<file path="src/rtl/dmem_port_arbiter_pkg.sv">
// Shared types and constants for the data-memory port arbiter: FSM state encoding,
// access-owner tag, debug access mask and default widths.
`timescale 1ns/1ps
package dmem_port_arbiter_pkg;

  localparam int unsigned ADDR_W_DEF       = 14;
  localparam int unsigned STARVE_LIMIT_DEF = 4;
  localparam int unsigned STARVE_CNT_W     = 4;

  // Debug port always performs full-word accesses.
  localparam logic [3:0] DBG_SIGN_MASK = 4'b0111;

  typedef enum logic [2:0] {
    ST_IDLE      = 3'd0,
    ST_CPU_ISSUE = 3'd1,
    ST_DBG_ISSUE = 3'd2,
    ST_WAIT_MEM  = 3'd3,
    ST_RESP      = 3'd4
  } arb_state_t;

  typedef enum logic {
    OWN_CPU = 1'b0,
    OWN_DBG = 1'b1
  } owner_t;

endpackage

</file>
<file path="src/rtl/dmem_rr_starve_ctr.sv">
// Grant decision for the memory port: CPU wins ties until it has been granted
// STARVE_LIMIT times in a row with a debug request waiting, then debug gets a turn.
`timescale 1ns/1ps
module dmem_rr_starve_ctr
  import dmem_port_arbiter_pkg::*;
#(
  parameter int unsigned STARVE_LIMIT = STARVE_LIMIT_DEF
) (
  input  logic clk,
  input  logic rst_n,
  input  logic arb_en_i,
  input  logic cpu_req_i,
  input  logic dbg_req_i,
  output logic grant_cpu_o,
  output logic grant_dbg_o
);

  localparam logic [STARVE_CNT_W-1:0] LIMIT = STARVE_CNT_W'(STARVE_LIMIT);

  logic [STARVE_CNT_W-1:0] cnt_q;
  logic [STARVE_CNT_W-1:0] cnt_d;

  // NOTE: every signal driven here gets a default first, so no path leaves it unassigned
  // and no latch is inferred.
  always_comb begin
    grant_dbg_o = 1'b0;
    grant_cpu_o = 1'b0;
    cnt_d       = cnt_q;
    if (arb_en_i) begin
      grant_dbg_o = dbg_req_i && (!cpu_req_i || (cnt_q == LIMIT));
      grant_cpu_o = cpu_req_i && !grant_dbg_o;
      if (grant_dbg_o) begin
        cnt_d = '0;
      end else if (grant_cpu_o) begin
        if (!dbg_req_i) begin
          cnt_d = '0;
        end else if (cnt_q < LIMIT) begin
          cnt_d = cnt_q + STARVE_CNT_W'(1);
        end
      end
    end
  end

  // NOTE: registers are updated with non-blocking assignments so all state sees
  // pre-edge values regardless of statement order.
  always_ff @(posedge clk or negedge rst_n) begin
    if (!rst_n) begin
      cnt_q <= '0;
    end else begin
      cnt_q <= cnt_d;
    end
  end

endmodule

</file>
<file path="src/rtl/dmem_port_arbiter.sv">
// Shares the cached data memory between the CPU load/store port and a debug/DMA port.
// One access at a time: registered issue, wait out the miss stall, one-cycle response.
`timescale 1ns/1ps
module dmem_port_arbiter
  import dmem_port_arbiter_pkg::*;
#(
  parameter int unsigned ADDR_W       = ADDR_W_DEF,
  parameter int unsigned STARVE_LIMIT = STARVE_LIMIT_DEF
) (
  input  logic              clk,
  input  logic              rst_n,
  input  logic [ADDR_W-1:0] cpu_addr,
  input  logic [31:0]       cpu_wdata,
  input  logic              cpu_memwrite,
  input  logic              cpu_memread,
  input  logic [3:0]        cpu_sign_mask,
  output logic [31:0]       cpu_rdata,
  output logic              cpu_stall,
  input  logic              dbg_req,
  input  logic              dbg_we,
  input  logic [ADDR_W-1:0] dbg_addr,
  input  logic [31:0]       dbg_wdata,
  output logic              dbg_ack,
  output logic [31:0]       dbg_rdata,
  output logic [ADDR_W-1:0] mem_addr,
  output logic [31:0]       mem_write_data,
  output logic              mem_memwrite,
  output logic              mem_memread,
  output logic [3:0]        mem_sign_mask,
  input  logic [31:0]       mem_read_data,
  input  logic              mem_stall
);

  arb_state_t        state_q;
  owner_t            owner_q;
  logic [ADDR_W-1:0] mem_addr_q;
  logic [31:0]       mem_wdata_q;
  logic              mem_we_q;
  logic              mem_re_q;
  logic [3:0]        mem_mask_q;
  logic [31:0]       cpu_rdata_q;
  logic [31:0]       dbg_rdata_q;
  logic              dbg_ack_q;

  logic cpu_req;
  logic grant_cpu;
  logic grant_dbg;

  assign cpu_req = cpu_memread | cpu_memwrite;

  dmem_rr_starve_ctr #(
    .STARVE_LIMIT(STARVE_LIMIT)
  ) u_starve_ctr (
    .clk        (clk),
    .rst_n      (rst_n),
    .arb_en_i   (state_q == ST_IDLE),
    .cpu_req_i  (cpu_req),
    .dbg_req_i  (dbg_req),
    .grant_cpu_o(grant_cpu),
    .grant_dbg_o(grant_dbg)
  );

  always_ff @(posedge clk or negedge rst_n) begin
    if (!rst_n) begin
      state_q     <= ST_IDLE;
      owner_q     <= OWN_CPU;
      mem_addr_q  <= '0;
      mem_wdata_q <= '0;
      mem_we_q    <= 1'b0;
      mem_re_q    <= 1'b0;
      mem_mask_q  <= '0;
      cpu_rdata_q <= '0;
      dbg_rdata_q <= '0;
      dbg_ack_q   <= 1'b0;
    end else begin
      case (state_q)
        ST_IDLE: begin
          if (grant_dbg) begin
            state_q     <= ST_DBG_ISSUE;
            owner_q     <= OWN_DBG;
            mem_addr_q  <= dbg_addr;
            mem_wdata_q <= dbg_wdata;
            mem_we_q    <= dbg_we;
            mem_re_q    <= !dbg_we;
            mem_mask_q  <= DBG_SIGN_MASK;
          end else if (grant_cpu) begin
            state_q     <= ST_CPU_ISSUE;
            owner_q     <= OWN_CPU;
            mem_addr_q  <= cpu_addr;
            mem_wdata_q <= cpu_wdata;
            mem_we_q    <= cpu_memwrite;
            mem_re_q    <= cpu_memread;
            mem_mask_q  <= cpu_sign_mask;
          end
        end
        ST_CPU_ISSUE, ST_DBG_ISSUE: begin
          state_q <= ST_WAIT_MEM;
        end
        ST_WAIT_MEM: begin
          if (!mem_stall) begin
            state_q   <= ST_RESP;
            mem_we_q  <= 1'b0;
            mem_re_q  <= 1'b0;
            dbg_ack_q <= (owner_q == OWN_DBG);
            // Only reads update the owner's result register; stores leave it alone.
            if (mem_re_q) begin
              if (owner_q == OWN_DBG) dbg_rdata_q <= mem_read_data;
              else                    cpu_rdata_q <= mem_read_data;
            end
          end
        end
        ST_RESP: begin
          state_q   <= ST_IDLE;
          dbg_ack_q <= 1'b0;
        end
        default: begin
          state_q   <= ST_IDLE;
          mem_we_q  <= 1'b0;
          mem_re_q  <= 1'b0;
          dbg_ack_q <= 1'b0;
        end
      endcase
    end
  end

  // Stall is combinational so the CPU freezes in the same cycle it raises a request;
  // it is forced low while reset is asserted.
  assign cpu_stall = rst_n & cpu_req & ~((state_q == ST_RESP) & (owner_q == OWN_CPU));

  assign cpu_rdata      = cpu_rdata_q;
  assign dbg_rdata      = dbg_rdata_q;
  assign dbg_ack        = dbg_ack_q;
  assign mem_addr       = mem_addr_q;
  assign mem_write_data = mem_wdata_q;
  assign mem_memwrite   = mem_we_q;
  assign mem_memread    = mem_re_q;
  assign mem_sign_mask  = mem_mask_q;

endmodule
</file>
<file path="config.mk">
export PLATFORM = sky130hd
export DESIGN_NAME = dmem_port_arbiter
export DESIGN_NICKNAME = d
export VERILOG_FILES = /design/src/rtl/dmem_port_arbiter_pkg.sv /design/src/rtl/dmem_rr_starve_ctr.sv /design/src/rtl/dmem_port_arbiter.sv
export SDC_FILE = /design/constraint.sdc
export NUM_CORES = 1
export LEC_CHECK = 0
export CORE_MARGIN = 5
export CORE_UTILIZATION = 41
export DETAILED_ROUTE_END_ITERATION = 10
export GPL_TIMING_DRIVEN = 0
export PLACE_DENSITY = 0.85
export SLEW_MARGIN = 20
export SYNTH_ARGS = -nofsm -noshare
export SYNTH_HDL_FRONTEND = slang
export SYNTH_SLANG_ARGS = --single-unit
</file>
<file path="constraint.sdc">
create_clock -name clk -period 2 [get_ports clk]
set_input_delay 0.2 -clock clk [delete_from_list [all_inputs] [get_ports clk]]
set_output_delay 0.2 -clock clk [all_outputs]
set_load 0.05 [all_outputs]
</file>
==> flow_metrics.env <==
export IMPL_synth_ff_type="dfrtp_1"
export IMPL_grt_pass1_wl_mm=26.2
export IMPL_die_height_um=124
export IMPL_max_slew_worst_pin_slew_ns=0.569
export IMPL_slew_viol_final=0
export IMPL_stdcell_area_sq_mm=0.00883
export IMPL_fmax_mhz=526
export IMPL_finalCritPeriodShare_pct=95.1
export IMPL_fin_total_pwr_mw=15.7
export IMPL_power_density_mw_per_mm2=1780
export IMPL_end_kind="flop"
export IMPL_io_pins=253
export IMPL_required_ns=2.28
export IMPL_synth_area_top_cells="dfrtp_1 58%, mux2_2 9.0%, mux2i_1 8.6%"
export IMPL_fin_cells=867
export IMPL_numClockSinks=125
export IMPL_synth_area_sq_mm=0.00537
export IMPL_num_antenna_cells=0
export IMPL_place_area_sq_mm=0.00814
export IMPL_synth_seq_area_share_pct=58.2
export IMPL_yosys_register_bits=125
export IMPL_pre_cts_ws_ns=-0.505
export IMPL_clkTransAtPathRegs_ns=0.05
export IMPL_grt_pass1_vias=4814
export IMPL_maxCapViolCount=0
export IMPL_final_core_util_pct=69.4
export IMPL_post_route_min_period_ns=1.90
export IMPL_cts_buffers=17
export IMPL_area_delta_synth_final_pct=64.2
export IMPL_synthTopCellsByCount="125 x dfrtp_1, 50 x nand2_1, 46 x mux2i_1"
export IMPL_p_sw_mw=7.01
export IMPL_syn_num_nets=543
export IMPL_switching_share_pct=44.6
export IMPL_internal_power_mw=8.73
export IMPL_clk_path_buf_depth=2
export IMPL_rows=41
export IMPL_wire_per_inst_um=18.8
export IMPL_timing_rr_start="u_starve_ctr.cnt_q[0]"
export IMPL_drive_above_1_share_pct=18.6
export IMPL_clock_skew_ns=0.00853
export IMPL_nets=819
export IMPL_vias_per_cell=5.01
export IMPL_netlist_instances=406
export IMPL_grt_total_usage_pct=21.4
export IMPL_die_width_um=124
export IMPL_cp_arrival_ns=2.18
export IMPL_p_clk_share_pct=20.8
export IMPL_insertion_delay_ns=0.41
export IMPL_num_vias=4346
export IMPL_path_class="flop to flop"
export IMPL_antenna_found_initial=0
export IMPL_synth_distinct_cells=35
export IMPL_finalWirelength_mm=16.3
export IMPL_startpoint_type="flop"
export IMPL_finalWeightedCongestion=0.826
export IMPL_cts_root_buf="clkbuf_16"
export IMPL_worstReg2RegEnd="mem_addr[10]"
export IMPL_reg2regPathDepth=8
export IMPL_violations="hold timing"
export IMPL_relSlewSlack_pct=61.9
export IMPL_grt_overflow=0
export IMPL_core_sq_mm=0.0127
export IMPL_antenna_left=0
export IMPL_dpl_hpwl_mm=12.2
export IMPL_finalSetupViolCount=0
export IMPL_synth_edf_count=0
export IMPL_whs_ns=-0.334
export IMPL_status="complete, but fails checks"
export IMPL_async_reset_ff_share_pct=100
export IMPL_port_buffers=252
export IMPL_drcViolationCount=0
export IMPL_yosys_warnings=0
export IMPL_syn_area_per_cell_sq_um=13.2
export IMPL_seqPwrFrac_pct=27.7
export IMPL_dp_cells=831
export IMPL_r2r_setup_slack_ns=0.1
export IMPL_dieArea_sq_mm=0.0155
export IMPL_cts_tree="built"
export IMPL_fin_ws_ns=0.0988
export IMPL_grt_max_degree=65
export IMPL_report_final_hold_viol_count=66
export IMPL_htreeDepth=4
export IMPL_synth_most_common_cell="dfrtp_1"
export IMPL_drtIter0Drc=195
export IMPL_p_leak_nw=4.18
export IMPL_ir_worst_vdd_uv=918
export IMPL_critPathMaxFanout=6
export IMPL_worstHoldPathType="primary input to async pin"
export IMPL_post_synth_top_area_cell="dfrtp_1"
export IMPL_dr_pass1_iters=4
export IMPL_p_comb_share_pct=51.5
export IMPL_fin_tns_setup_ns=0
export IMPL_yosysTopAreaCellShare_pct=58.2
export IMPL_initial_utilization_pct=42.2
sequential cells by signal (all words and copies together), names as in the netlist:
| signal | cells |
|---|---|
| mem_addr | 14 |
| mem_memwrite | 1 |
| u_starve_ctr.cnt_q | 4 |
| owner_q | 1 |
| mem_memread | 1 |
| state_q | 3 |
| dbg_rdata | 32 |
| mem_write_data | 32 |
| cpu_rdata | 32 |
| mem_sign_mask | 4 |
| dbg_ack | 1 |
critical path, stage by stage (launching register included):
cell	delay, ns
dfrtp_1	0.37
inv_1	0.06
ha_1	0.21
and3b_1	0.26
o21ai_4	0.21
buf_6	0.17
buf_4	0.11
mux2i_1	0.27
o21ai_0	0.11
logic make-up (layout without fill, tap and decap cells):
| kind of cell | count (synthesis) | after routing | share of synthesized area, % |
|---|---|---|---|
| flops | 125 | 125 | 58.2 |
| mux | 111 | 111 | 23.7 |
| simple gates | 71 | 71 | 6.71 |
| compound gates | 69 | 69 | 7.24 |
| buf+inv | 28 | 317 | 3.66 |
| fa+ha+maj | 2 | 2 | 0.466 |
worst max path at each step:
stage / from / to / slack, ns
2_1_floorplan: u_starve_ctr.cnt_q[0] / mem_write_data[26] / 0.33
3_3_place_gp: rst_n / cpu_stall / -4.51
3_5_place_dp: rst_n / cpu_stall / -0.51
4_1_cts: mem_memread / mem_memread / 0.008
5_1_grt: u_starve_ctr.cnt_q[0] / mem_write_data[28] / -0.02
6_report: u_starve_ctr.cnt_q[0] / mem_addr[10] / 0.1
power groups by stage:
stage / Clock (mW) / Combinational (mW) / Sequential [mW]
3_3_place_gp: 0 / 7.97 / 4.29
6_report: 3.28 / 8.11 / 4.35
5_1_grt: 3.46 / 8.50 / 4.48
3_5_place_dp: 0 / 8.13 / 4.35
4_1_cts: 3.34 / 8.17 / 4.35
2_1_floorplan: 0 / 1.56 / 7.84
layer usage:
| layer | global-route usage (%) | share of wire, % | up-vias |
|---|---|---|---|
| li1 | - | - | 1980 |
| met1 | 24.8 | 39 | 2131 |
| met2 | 35.9 | 50 | 212 |
| met3 | 7.93 | 8.8 | 23 |
| met4 | 8.32 | 2.0 | 0 |
| met5 | 0 | 0 | - |
placed cells by master, fill, tap and decap left out, types with 4 or more instances in the layout:
master / count
mux2i_1: 46
clkbuf_16: 17
clkdlybuf4s50_1: 249
o21ai_1: 19
clkbuf_1: 7
buf_2: 7
nor2_1: 4
buf_4: 6
nand2_1: 50
buf_6: 7
mux2_4: 22
inv_1: 6
o21ai_0: 34
dfrtp_1: 125
mux2_2: 43
bufinv_16: 4
area by class of cell:
cell class / count / area, sq um
Tap cell: 172 / 215
Sequential cell: 125 / 3130
Clock inverter: 9 / 158
Multi-Input combinational cell: 253 / 2060
Inverter: 6 / 22.5
Clock buffer: 23 / 478
Timing Repair Buffer: 257 / 2590
Fill cell: 896 / 3900
Buffer: 22 / 174
what timing repair did:
action / in CTS / in global routing
resized for setup: 5 / 3
buffers inserted: 0 / 4
endpoints found under the hold margin: 62 / 62
endpoints found under the setup margin: 1 / 21
Note: power is estimated with default switching activity, not from simulation.
